<file path="config.mk">
export PLATFORM = sky130hd
export DESIGN_NAME = vga_sync_gen
export DESIGN_NICKNAME = d
export VERILOG_FILES = /design/src/rtl/vga_sync_gen.sv
export SDC_FILE = /design/constraint.sdc
export NUM_CORES = 1
export LEC_CHECK = 0
export ABC_AREA = 1
export CAP_MARGIN = 20
export CORE_MARGIN = 2
export CORE_UTILIZATION = 30
export CTS_BUF_LIST = sky130_fd_sc_hd__clkbuf_8 sky130_fd_sc_hd__clkbuf_16
export DETAILED_ROUTE_END_ITERATION = 10
export GPL_ROUTABILITY_DRIVEN = 0
export GPL_TIMING_DRIVEN = 0
export SYNTH_ARGS = -nofsm -noshare
export SYNTH_HDL_FRONTEND = slang
export SYNTH_SLANG_ARGS = --single-unit
</file>
<file path="constraint.sdc">
create_clock -name clk -period 3.5 [get_ports clk]
set_input_delay 0.35 -clock clk [delete_from_list [all_inputs] [get_ports clk]]
set_output_delay 0.35 -clock clk [all_outputs]
set_load 0.005 [all_outputs]
</file>
<file path="src/rtl/vga_sync_gen.sv">
// VGA timing generator: pixel-tick divider, horizontal/vertical counters,
// registered sync/video/coordinate outputs and a frame-synchronous test pattern
// (solid, colour bars, checker, black) selected by shadowed inputs.
module vga_sync_gen #(
    parameter int H_ACTIVE = 640,
    parameter int H_FP     = 16,
    parameter int H_SYNC   = 96,
    parameter int H_BP     = 48,
    parameter int V_ACTIVE = 480,
    parameter int V_FP     = 10,
    parameter int V_SYNC   = 2,
    parameter int V_BP     = 33,
    parameter bit H_POL    = 1'b0,
    parameter bit V_POL    = 1'b0,
    parameter int PIX_DIV  = 2,
    parameter int RGB_W    = 1,
    parameter int CHK_LOG2 = 5,
    localparam int H_TOTAL = H_ACTIVE + H_FP + H_SYNC + H_BP,
    localparam int V_TOTAL = V_ACTIVE + V_FP + V_SYNC + V_BP,
    localparam int XW      = $clog2(H_TOTAL),
    localparam int YW      = $clog2(V_TOTAL)
) (
    input  logic               clk,
    input  logic               reset,
    input  logic [2:0]         rgbswitches,
    input  logic [1:0]         mode,
    output logic [3*RGB_W-1:0] rgbtext,
    output logic               hsync,
    output logic               vsync,
    output logic               video_on,
    output logic [XW-1:0]      pixel_x,
    output logic [YW-1:0]      pixel_y,
    output logic               frame_start
);

    localparam int DW    = (PIX_DIV > 1) ? $clog2(PIX_DIV) : 1;
    localparam int BAR_W = H_ACTIVE / 8;

    logic [DW-1:0] div_q;
    logic [XW-1:0] h_cnt;
    logic [YW-1:0] v_cnt;
    logic [1:0]    mode_sh;
    logic [2:0]    rgb_sh;
    logic          fs_pend;

    logic          tick;
    logic          h_end;
    logic          v_end;
    logic          frame_end;

    assign tick      = (div_q == DW'(PIX_DIV - 1));
    assign h_end     = (h_cnt == XW'(H_TOTAL - 1));
    assign v_end     = (v_cnt == YW'(V_TOTAL - 1));
    // Last tick of the last pixel of the frame: counters wrap to (0,0) here.
    assign frame_end = tick & h_end & v_end;

    // Pixel-tick divider: counts 0..PIX_DIV-1 and wraps.
    always_ff @(posedge clk or negedge reset) begin
        if (!reset) begin
            div_q <= '0;
        end else if (tick) begin
            div_q <= '0;
        end else begin
            div_q <= div_q + 1'b1;
        end
    end

    // Horizontal and vertical position counters, advanced on pixel ticks.
    always_ff @(posedge clk or negedge reset) begin
        if (!reset) begin
            h_cnt <= '0;
            v_cnt <= '0;
        end else if (tick) begin
            if (h_end) begin
                h_cnt <= '0;
                v_cnt <= v_end ? '0 : v_cnt + 1'b1;
            end else begin
                h_cnt <= h_cnt + 1'b1;
            end
        end
    end

    // Shadow pattern controls so changes only land on frame boundaries.
    always_ff @(posedge clk or negedge reset) begin
        if (!reset) begin
            mode_sh <= 2'b00;
            rgb_sh  <= 3'b000;
            fs_pend <= 1'b0;
        end else begin
            // fs_pend lines the pulse up with the registered outputs for (0,0);
            // it is only set by a wrap, so the first frame after reset is silent.
            fs_pend <= frame_end;
            if (frame_end) begin
                mode_sh <= mode;
                rgb_sh  <= rgbswitches;
            end
        end
    end

    logic       active;
    logic       hs_on;
    logic       vs_on;
    logic [2:0] bar;
    logic       chk;
    logic [2:0] colour;
    logic [3*RGB_W-1:0] rgb_d;

    // Decode counters into region flags and the pattern colour.
    always_comb begin
        active = (h_cnt < XW'(H_ACTIVE)) && (v_cnt < YW'(V_ACTIVE));
        hs_on  = (h_cnt >= XW'(H_ACTIVE + H_FP)) && (h_cnt <= XW'(H_ACTIVE + H_FP + H_SYNC - 1));
        vs_on  = (v_cnt >= YW'(V_ACTIVE + V_FP)) && (v_cnt <= YW'(V_ACTIVE + V_FP + V_SYNC - 1));
        bar    = 3'(h_cnt / XW'(BAR_W));
        chk    = h_cnt[CHK_LOG2] ^ v_cnt[CHK_LOG2];
        colour = 3'b000;
        if (active) begin
            case (mode_sh)
                2'd0:    colour = rgb_sh;
                2'd1:    colour = 3'd7 - bar;
                2'd2:    colour = chk ? ~rgb_sh : rgb_sh;
                default: colour = 3'b000;
            endcase
        end
        rgb_d = {{RGB_W{colour[2]}}, {RGB_W{colour[1]}}, {RGB_W{colour[0]}}};
    end

    // Output registers: one clk behind the counters, all mutually aligned.
    always_ff @(posedge clk or negedge reset) begin
        if (!reset) begin
            hsync       <= ~H_POL;
            vsync       <= ~V_POL;
            video_on    <= 1'b0;
            pixel_x     <= '0;
            pixel_y     <= '0;
            rgbtext     <= '0;
            frame_start <= 1'b0;
        end else begin
            hsync       <= hs_on ? H_POL : ~H_POL;
            vsync       <= vs_on ? V_POL : ~V_POL;
            video_on    <= active;
            pixel_x     <= h_cnt;
            pixel_y     <= v_cnt;
            rgbtext     <= rgb_d;
            frame_start <= fs_pend;
        end
    end

endmodule

</file>
Word level (Yosys, flattened, before mapping)
Cells that the tools add are included.
{"block": "classes", "n_addsub": 4, "n_mul": 0, "n_div": 1, "order_cmp": 6, "n_eq_ne": 4, "n_shift": 0, "mux": 8, "bitwise_logic": 4, "reduce_logical": 5}
{"op": "$add A10 B1 Y10 const B", "count": 2}
{"op": "$eq A10 B10 Y1 const B", "count": 2}
{"op": "$mux W10", "count": 2}
{"op": "$div A10 B7 Y10 const B", "count": 1}
{"op": "$ge A10 B10 Y1 const B", "count": 1}
{"op": "$ge A10 B9 Y1 const B", "count": 1}
{"op": "$le A10 B10 Y1 const B", "count": 1}
{"op": "$le A10 B9 Y1 const B", "count": 1}
{"op": "$lt A10 B10 Y1 const B", "count": 1}
{"op": "$lt A10 B9 Y1 const B", "count": 1}
{"op": "$pmux W3 S3", "count": 1}
{"op": "$mux W3", "count": 2}
{"op": "$logic_and A1 B1 Y1", "count": 3}
{"op": "$mux W1", "count": 3}
{"op": "$not A3 Y3", "count": 1}
{"op": "$sub A3 B3 Y3 const A", "count": 1}
{"op": "$and A1 B1 Y1", "count": 2}
{"op": "$eq A2 B1 Y1 const B", "count": 1}
{"op": "$eq A2 B2 Y1 const B", "count": 1}
{"op": "$logic_not A2 Y1", "count": 1}
{"op": "$reduce_and A2 Y1", "count": 1}
{"op": "$add A1 B1 Y1 const B", "count": 1}
{"op": "$xor A1 B1 Y1", "count": 1}
{"block": "word_totals", "reg_bits": 54, "latch_bits": 0, "ram_bits": 0, "rom_bits": 0, "in_bits": 7, "output_inout_bits": 27, "word_cells": 45, "memories": 0}

Depth between registers and ports, before layout
Gate-level depths: netlist of the first run.
{"block": "logic_depth", "ltp_word": 4, "depth_mapped": 10, "ltp_nobuf": 9}

Worst setup path after synthesis of the first run
Ideal clock, no wire load.
{"block": "synth_timing", "path_kind": "register -> register", "start": "register h_cnt[5]", "end": "register v_cnt[9]", "setup_ns": 0.065, "arrival_time_ns": 1.363, "required_time_ns": 3.435, "setup_slack_ns": 2.072, "stages_incl_launch_ff": 8, "path_buffers": 2, "period_less_slack_ns": 1.428, "cell_sequence": "dfrtp_1 -> clkbuf_1 -> nor2_1 -> nand2_2 -> nor3_4 -> buf_6 -> nand4_1 -> nand2_1"}
{"block": "synth_via", "elab_chain_len": 2}
{"item": "start, declared", "line_no": "40", "source": "logic [XW-1:0] h_cnt;"}
{"item": "start signal, assigned", "line_no": "78", "source": "h_cnt <= h_cnt + 1'b1;"}
{"item": "$eq A10 B10 Y1", "line_no": "52", "source": "assign h_end = (h_cnt == XW'(H_TOTAL - 1));"}
{"item": "$reduce_and A2 Y1 (no line)"}
{"item": "end signal, assigned", "line_no": "76", "source": "v_cnt <= v_end ? '0 : v_cnt + 1'b1;"}
{"item": "end, declared", "line_no": "41", "source": "logic [YW-1:0] v_cnt;"}
Every way passes these cells.
A chain may end at the register's enable or synchronous reset.

Worst setup path after layout of the first run
{"block": "layout_timing", "start": "register h_cnt[8]", "end": "register mode_sh[1]"}
{"block": "layout_via", "elab_chain_len": 3}
{"item": "$eq A10 B10 Y1", "line_no": "52"}
{"item": "$and A1 B1 Y1 (2 in a row)", "line_no": "55", "source": "assign frame_end = tick & h_end & v_end;"}
{"item": "named net frame_end", "line_no": "49", "source": "logic frame_end;"}
{"item": "end signal, assigned", "line_no": "94", "source": "mode_sh <= mode;"}
{"item": "end, declared", "line_no": "42", "source": "logic [1:0] mode_sh;"}
The timed path passes the listed nets, and every way through them passes these cells.

==> results.json, run 1 <==
{
  "grt_first_pass_wirelength_mm": 7.98,
  "finalWirelength_mm": 4.58,
  "grt_pass1_vias": 1743,
  "cp-end-kind": "flip-flop",
  "die_w_um": 93.2,
  "clock_skew_ns": 0.00658,
  "min_period_ns": 1.68,
  "clk_pin_slew_ns": 0.09,
  "fillers": 793,
  "cts.path.max_buffers": 2,
  "drv_slew": 0,
  "syn_nets": 281,
  "drc": 0,
  "cts_root_buf": "clkbuf_8",
  "gr-total-overflow": 0,
  "numClockSinks": 54,
  "htreeDepth": 2,
  "die_h_um": 93.2,
  "cp.required_ns": 3.72,
  "drt_iter0_markers": 68,
  "ys_ff_latch": 54,
  "fin_nets": 322,
  "fmax_ghz": 0.595,
  "ys_types": 27,
  "antenna_cells": 0,
  "detail_route.wl_per_cell_um": 11.1,
  "path_class": "reg -> reg",
  "setup_viol": 0,
  "fin_crit_sh": 0.480,
  "layout_common_cells": "66 x nand2_1, 52 x dfrtp_1, 32 x inv_1, 32 x clkdlybuf4s50_1, 27 x nor2_1",
  "gr-usage-met3": 0.0298,
  "critical-path-slowest-cell": "nor3_4",
  "busiest_layer": "met2",
  "io_pins": 34,
  "grt_usage": 0.114,
  "grt_max_degree": 29,
  "portBuffers": 33,
  "fin_util": 0.384,
  "fin_setup_tns_ns": 0,
  "worst_slew_pin_slew_ns": 0.591,
  "netlist_area_um2": 2380,
  "relSlewSlack": 0.606,
  "met1_usage": 0.150,
  "crit_path_max_incr_delay_ns": 0.40,
  "rr_endpoint": "mode_sh[1]",
  "mostFrequentLayoutCell": "nand2_1",
  "cts_hold_buf": 0,
  "initial_core_util": 0.309,
  "clkLatencyLatePin_ns": 0.30,
  "core-area_um2": 7730,
  "num_rows": 32,
  "crit_chain": "buf_4 > inv_2 > nor2_2 > nand3_1 > nor3_4 > nand2_4 > clkinv_4 > nand2_1 > o21ai_0",
  "cp-start-kind": "flip-flop",
  "synth.top_cell.area_share": 0.546,
  "vias_per_cell": 4.45,
  "drv_cap": 0,
  "finalHoldViolCount": 0,
  "arrival_ns": 1.90,
  "crit_fanout": 10,
  "die_area_um2": 8680,
  "outcome": "finished clean",
  "dp_hpwl_mm": 3.37,
  "reg2reg_slack_ns": 1.82,
  "tritoncts": "yes",
  "ant_nets": 0,
  "postCtsSetupRepairBufs": 0,
  "num_vias": 1842,
  "ys_seq_area_frac": 0.568,
  "worstHoldPathType": "in -> async",
  "drive_gt1_frac": 0.0737,
  "area_growth_pct": 24.4,
  "r2r_cells": 9,
  "synth.largest_area_cell": "dfrtp_1",
  "leakagePower_nw": 1.44,
  "cts_resized": 0,
  "ir_worst_vdd_uv": 167,
  "first_pass_iters": 4,
  "syn_inst": 270,
  "numCtsBuffers": 5,
  "r2r-start": "h_cnt[8]",
  "yosys_warnings": 0,
  "power_density_nw_per_um2": 355,
  "rsz0062_at_grt": "no",
  "use_met2": 0.185,
  "synth_area_leaders": "dfrtp_1 55%, nand2_1 10%, inv_1 4.9%, nand3_1 4.6%, nor2_1 4.2%",
  "avgSynthCellArea_um2": 8.83,
  "antenna_found_initial": 0
}
power breakdown:
group | switching (W) | internal (W)
Clock | 0.000198 | 0.000211
Combinational | 0.0000125 | 0.00000745
Sequential | 0 | 0.000623
metrics by stage:
stage | instance area [um^2] | total power [W] | cells | hold WS [ns] | setup slack (ns)
final | 2970 | 0.00105 | 414 | 0.0444 | 1.82
after CTS | 2970 | 0.00107 | 414 | 0.0567 | 1.79
after detailed placement | 2860 | 0.000657 | 406 | 0.336 | 1.83
after global placement | 2840 | 0.000655 | 405 | 0.332 | 0.459
after global routing | 2970 | 0.00110 | 414 | 0.0871 | 1.61
after floorplan | 2380 | 0.000636 | 270 | 0.0544 | 2.07
state kept, by name, summed over array words and instances (netlist names):
register     count
div_q            1
frame_start      1
fs_pend          1
h_cnt           10
hsync            1
mode_sh          2
pixel_x         10
pixel_y         10
rgb_sh           3
rgbtext          3
v_cnt           10
video_on         1
vsync            1
Yosys cell counts:
cell type,number
dfrtp_1,52
buf_4,1
nand4_1,9
buf_6,1
nor4_1,1
nor2_4,1
nor2_1,27
nand2_4,1
o211ai_1,1
nand3b_1,2
or2_2,1
ha_1,4
clkbuf_1,1
a21oi_1,9
clkinv_4,1
nor3_4,1
nand3_1,22
dfstp_2,2
nor2_2,1
buf_2,1
inv_2,2
nand2_2,1
o21ai_0,18
inv_1,31
xor2_1,5
nor3_1,8
nand2_1,66
worst max path at each step:
stage,startpoint,to,slack [ns],depth (start not counted)
finish,h_cnt[8],mode_sh[1],1.82,9
global route,h_cnt[5],rgb_sh[0],1.61,8
CTS,h_cnt[5],mode_sh[1],1.79,8
detailed placement,h_cnt[5],mode_sh[1],1.83,8
global placement,reset,pixel_y[3],0.46,1
floorplan,h_cnt[5],v_cnt[9],2.07,7
per-layer routing:
layer,share of wire,routed length (um),vias up
li1,-,-,943
met1,0.49,2230,860
met2,0.47,2140,37
met3,0.038,174,2
met4,0.0063,29,0
met5,0,0,-
cell type report:
cell class              count  area [um^2]  area share
inverters                  34          133      0.0447
flip-flops and latches     54         1350       0.456
clock buffers               5         68.8      0.0232
well taps                 102          128      0.0430
plain buffers               4         27.5     0.00927
multi-input cells         178          871       0.293
clock inverters             3         41.3      0.0139
repair buffers             34          345       0.116
worst max-delay path: cells and delay by family, from the launching register on:
family	cells	cell delay [ns]
AND/OR/NAND/NOR	5	0.86
AO/OA/AOI/OAI	1	0.07
flip-flops	1	0.35
buffers and inverters	3	0.32
cell families (layout without fill, tap and decap cells):
logic type / after synthesis / after routing / synth area share
adders and majority gates: 4 / 4 / 0.0210
AOI/OAI and AO/OA: 28 / 28 / 0.0598
xor gates and xnor gates: 5 / 5 / 0.0184
buffers and inverters: 38 / 80 / 0.0672
DFF: 54 / 54 / 0.568
and+or+nand+nor: 141 / 141 / 0.266
(Power assumes the default switching activity.)
==> run 2, diff against run 1 <==
==> constraint.sdc (replaced) <==
create_clock -name clk -period 1.4 [get_ports clk]
set_input_delay 0.14 -clock clk [delete_from_list [all_inputs] [get_ports clk]]
set_output_delay 0.14 -clock clk [all_outputs]
set_load 0.005 [all_outputs]
==> results.json, run 2 (synthesis results as in run 1) <==
{
  "outcome": "complete, but fails checks",
  "violations": "setup timing",
  "rsz0062_at_grt": "yes",
  "fin_nets": 350,
  "crit_fanout": 7,
  "fin_crit_sh": 1.04,
  "cp-start-kind": "flip-flop",
  "reg2reg_slack_ns": -0.05,
  "mostFrequentLayoutCell": "nand2_1",
  "startpoint": "h_cnt[7]",
  "power.switching_w": 0.000537,
  "cp.required_ns": 1.63,
  "p_comb_frac": 0.020,
  "worstHoldPathType": "in -> async",
  "drv_cap": 0,
  "numCtsBuffers": 5,
  "placed_cell_area_um2": 2880,
  "drc": 0,
  "detail_route.wl_per_cell_um": 12.1,
  "area_growth_pct": 44.3,
  "num_vias": 2024,
  "cts.path.max_buffers": 2,
  "final_cells": 442,
  "grt_max_degree": 38,
  "fin_setup_tns_ns": -0.340,
  "min_period_ns": 1.45,
  "r2r-start": "h_cnt[7]",
  "fmax_ghz": 0.689,
  "drive_gt1_frac": 0.276,
  "portBuffers": 33,
  "worst_slew_pin_slew_ns": 0.422,
  "power_density_nw_per_um2": 768,
  "path_class": "reg -> reg",
  "htreeDepth": 2,
  "ant_nets": 0,
  "fin_area_um2": 3440,
  "die_area_um2": 8680,
  "num_rows": 32,
  "layout_common_cells": "56 x nand2_1, 44 x dfrtp_1, 30 x clkdlybuf4s50_1",
  "grt_first_pass_wirelength_mm": 8.81,
  "numClockSinks": 54,
  "die_w_um": 93.2,
  "cts_root_buf": "clkbuf_8",
  "swShare": 0.203,
  "clock_skew_ns": 0.0100,
  "gr-total-overflow": 0,
  "relSlewSlack": 0.719,
  "crit_end": "mode_sh[1]",
  "cp-end-kind": "flip-flop",
  "finalHoldViolCount": 0,
  "first_pass_iters": 4,
  "rr_endpoint": "mode_sh[1]",
  "place_ws_ns": -0.265,
  "grt_pass1_vias": 1954,
  "die_h_um": 93.2,
  "power_frac_clock": 0.390,
  "internal-power_w": 0.00211,
  "tritoncts": "yes",
  "leakagePower_nw": 1.63,
  "antenna_cells": 0,
  "io_pins": 34,
  "r2r_cells": 9,
  "grt_usage": 0.128,
  "core-area_um2": 7730,
  "drt_iter0_markers": 96,
  "p_seq_frac": 0.590,
  "antenna_found_initial": 0,
  "setup_viol": 14,
  "post-place-cells": 406,
  "clk_pin_slew_ns": 0.10,
  "p_total_w": 0.00264,
  "clkLatencyLatePin_ns": 0.31,
  "arrival_ns": 1.68,
  "vias_per_cell": 4.58,
  "finalWirelength_mm": 5.35,
  "initial_core_util": 0.309,
  "drv_slew": 0,
  "ir_worst_vdd_uv": 391,
  "setup_slack_ns": -0.0507,
  "dp_hpwl_mm": 3.36
}
[run 2: critical path, stage by stage (launching register included)]
cell     delay [ns]
dfrtp_1        0.40
buf_6          0.14
nor2_4         0.11
nand2_2        0.07
nor3_4         0.21
buf_12         0.16
nand2_8        0.08
inv_8          0.07
nand2_2        0.05
o21ai_2        0.06
[run 2: layer usage]
metal  vias up  track usage  part of all wire
li1       1006            -                 -
met1       962        0.167              0.43
met2        46        0.207              0.51
met3        10       0.0322             0.043
met4         0       0.0478             0.017
met5         -            0                 0
[run 2: final cells by class]
class                           count  area, um^2
Buffer                              4        52.6
Timing Repair Buffer               61         589
Sequential cell                    54        1360
Inverter                           34         139
Clock inverter                      3        41.3
Tap cell                          102         128
Timing Repair inverter              1        16.3
Clock buffer                        5        68.8
Fill cell                         752        4290
Multi-Input combinational cell    178        1040
[run 2: metrics by stage]
step	util	hold slack (ns)
detailed placement	0.372	0.0998
CTS	0.419	0.307
global placement	0.370	0.332
floorplan	-	-0.156
global route	0.445	0.342
finish	0.445	0.301
[run 2: repair_timing]
action	4_1_cts	5_1_grt
hold buffers	1	0
pin swaps	7	13
setup endpoints to repair	28	25
cloned	1	1
hold endpoints to repair	17	0
setup buffers	18	7
resized for setup	34	43
[run 2: worst min-delay path by stage]
stage / end / slack, ns
detailed placement: pixel_x[7] / 0.1
CTS: pixel_x[4] / 0.31
global placement: frame_start / 0.33
floorplan: div_q / -0.16
finish: pixel_x[7] / 0.30
global route: pixel_x[7] / 0.34
[run 2: power groups by stage]
| stage | combinational (W) | clock (W) | sequential (W) |
|---|---|---|---|
| floorplan | 0.000000000453 | 0 | 0.00159 |
| global placement | 0.0000484 | 0 | 0.00159 |
| detailed placement | 0.0000536 | 0 | 0.00159 |
| CTS | 0.0000560 | 0.00108 | 0.00156 |
| global route | 0.0000626 | 0.00112 | 0.00156 |
| finish | 0.0000537 | 0.00103 | 0.00156 |
==> run 3, diff against run 2 <==
--- a/config.mk
+++ b/config.mk
@@ -8,11 +8,12 @@
 export ABC_AREA = 1
 export CAP_MARGIN = 20
 export CORE_MARGIN = 2
-export CORE_UTILIZATION = 30
+export CORE_UTILIZATION = 48
 export CTS_BUF_LIST = sky130_fd_sc_hd__clkbuf_8 sky130_fd_sc_hd__clkbuf_16
 export DETAILED_ROUTE_END_ITERATION = 10
 export GPL_ROUTABILITY_DRIVEN = 0
 export GPL_TIMING_DRIVEN = 0
+export PLACE_DENSITY = 0.74
 export SYNTH_ARGS = -nofsm -noshare
 export SYNTH_HDL_FRONTEND = slang
 export SYNTH_SLANG_ARGS = --single-unit
==> results.json, run 3 (synthesis results as in run 1) <==
{
  "outcome": "complete, but fails checks",
  "violations": "setup timing",
  "drv_slew": 0,
  "initial_core_util": 0.502,
  "cts.path.max_buffers": 2,
  "clkLatencyLatePin_ns": 0.31,
  "area_growth_pct": 44.1,
  "ant_nets": 0,
  "antenna_found_initial": 0,
  "cts_root_buf": "clkbuf_8",
  "path_class": "reg -> reg",
  "use_met2": 0.329,
  "numCtsBuffers": 5,
  "crit_path_max_incr_delay_ns": 0.44,
  "r2r-start": "v_cnt[0]",
  "critPathMostFrequentCell": "nand2_1",
  "crit_fanout": 4,
  "io_pins": 34,
  "drt_iter0_markers": 166,
  "core-area_um2": 4750,
  "ir_worst_vdd_uv": 491,
  "drv_cap": 0,
  "fin_util": 0.723,
  "worst_slew_pin_slew_ns": 0.588,
  "busiest_layer": "met2",
  "die_h_um": 74.5,
  "min_period_ns": 1.48,
  "vias_per_cell": 5.21,
  "relSlewSlack": 0.608,
  "hold_slack_ns": 0.363,
  "fin_nets": 348,
  "htreeDepth": 2,
  "drive_gt1_frac": 0.302,
  "antenna_cells": 0,
  "clk_pin_slew_ns": 0.10,
  "grt_first_pass_wirelength_mm": 8.64,
  "setup_slack_ns": -0.0850,
  "layout_common_cells": "53 x nand2_1, 44 x dfrtp_1, 30 x clkdlybuf4s50_1",
  "die_area_um2": 5550,
  "arrival_ns": 1.74,
  "crit_chain": "buf_4 > ha_1 > inv_1 > nor2_1 > nand2_1 > xor2_1 > nand2_2 > nand2_1",
  "detail_route.wl_per_cell_um": 13.7,
  "place_ws_ns": -0.244,
  "first_pass_iters": 5,
  "gr-total-overflow": 0,
  "placed_cell_area_um2": 2830,
  "num_vias": 2110,
  "rsz0062_at_grt": "yes",
  "power_density_nw_per_um2": 768,
  "cp-start-kind": "flip-flop",
  "startpoint": "v_cnt[0]",
  "grt_pass1_vias": 1961,
  "die_w_um": 74.5,
  "cp-end-kind": "flip-flop",
  "fmax_ghz": 0.673,
  "leakagePower_nw": 1.63,
  "drc": 0,
  "finalWirelength_mm": 5.54,
  "tritoncts": "yes",
  "gr-usage-met3": 0.0420,
  "numClockSinks": 54,
  "worstHoldPathType": "reg -> reg",
  "fin_setup_tns_ns": -0.644,
  "hold_start": "fs_pend",
  "setup_viol": 15,
  "finalHoldViolCount": 0,
  "met1_usage": 0.267,
  "portBuffers": 33,
  "fillers": 329,
  "grt_max_degree": 30,
  "mostFrequentLayoutCell": "nand2_1",
  "critical-path-slowest-cell": "dfrtp_2",
  "num_rows": 25,
  "fin_area_um2": 3440,
  "clock_skew_ns": 0.0116,
  "cp.required_ns": 1.65,
  "grt_usage": 0.205,
  "dp_hpwl_mm": 3.24,
  "fin_crit_sh": 1.06
}
## run 3: cell type report
cell class | count | area, um^2 | share of cell area
inverter | 34 | 148 | 0.0430
timing repair buffer | 59 | 582 | 0.169
sequential | 54 | 1360 | 0.397
tap | 67 | 83.8 | 0.0244
multi-input combinational | 178 | 1080 | 0.316
clock buffer | 5 | 68.8 | 0.0200
buffer | 4 | 52.6 | 0.0153
timing repair inverter | 1 | 11.3 | 0.00328
clock inverter | 3 | 41.3 | 0.0120
## run 3: layer usage
layer | vias up | routed length, um
li1 | 1008 | -
met1 | 1002 | 2310
met2 | 81 | 2820
met3 | 19 | 245
met4 | 0 | 165
met5 | - | 0
## run 3: per-stage QoR
stage / total power (W) / std cells
floorplan: 0.00159 / 270
global placement: 0.00164 / 370
detailed placement: 0.00164 / 371
CTS: 0.00265 / 395
global route: 0.00272 / 405
finish: 0.00264 / 405
## run 3: where the power goes
part	leakage, nW	internal (W)	total, W	switching (W)
combinational	0.898	0.0000207	0.0000542	0.0000335
sequential	0.681	0.00156	0.00156	0
clock	0.0556	0.000527	0.00103	0.000500
## run 3: path summary, 6_finish.rpt
path,end,slack [ns],depth (start not counted)
max in group asynchronous,hsync,0.41,3
min in group asynchronous,h_cnt[3],0.38,2
hold reg to reg,frame_start,0.36,0
setup reg to reg,v_cnt[8],-0.08,8
setup / recovery,v_cnt[8],-0.08,8
hold / removal,frame_start,0.36,0
## run 3: repair_timing
item	4_1_cts	5_1_grt
endpoints found under the setup margin	28	25
cloned	1	1
endpoints found under the hold margin	25	0
resized for setup	37	57
buffers inserted	14	9
pin swaps	6	10
hold buffers	1	0
## run 3: critical path: cells and delay by family, from the launching register on
family / cells / cell delay [ns]
flops: 1 / 0.44
simple gates: 4 / 0.26
buf+inv: 2 / 0.24
fa+ha+maj: 1 / 0.24
xor+xnor: 1 / 0.24
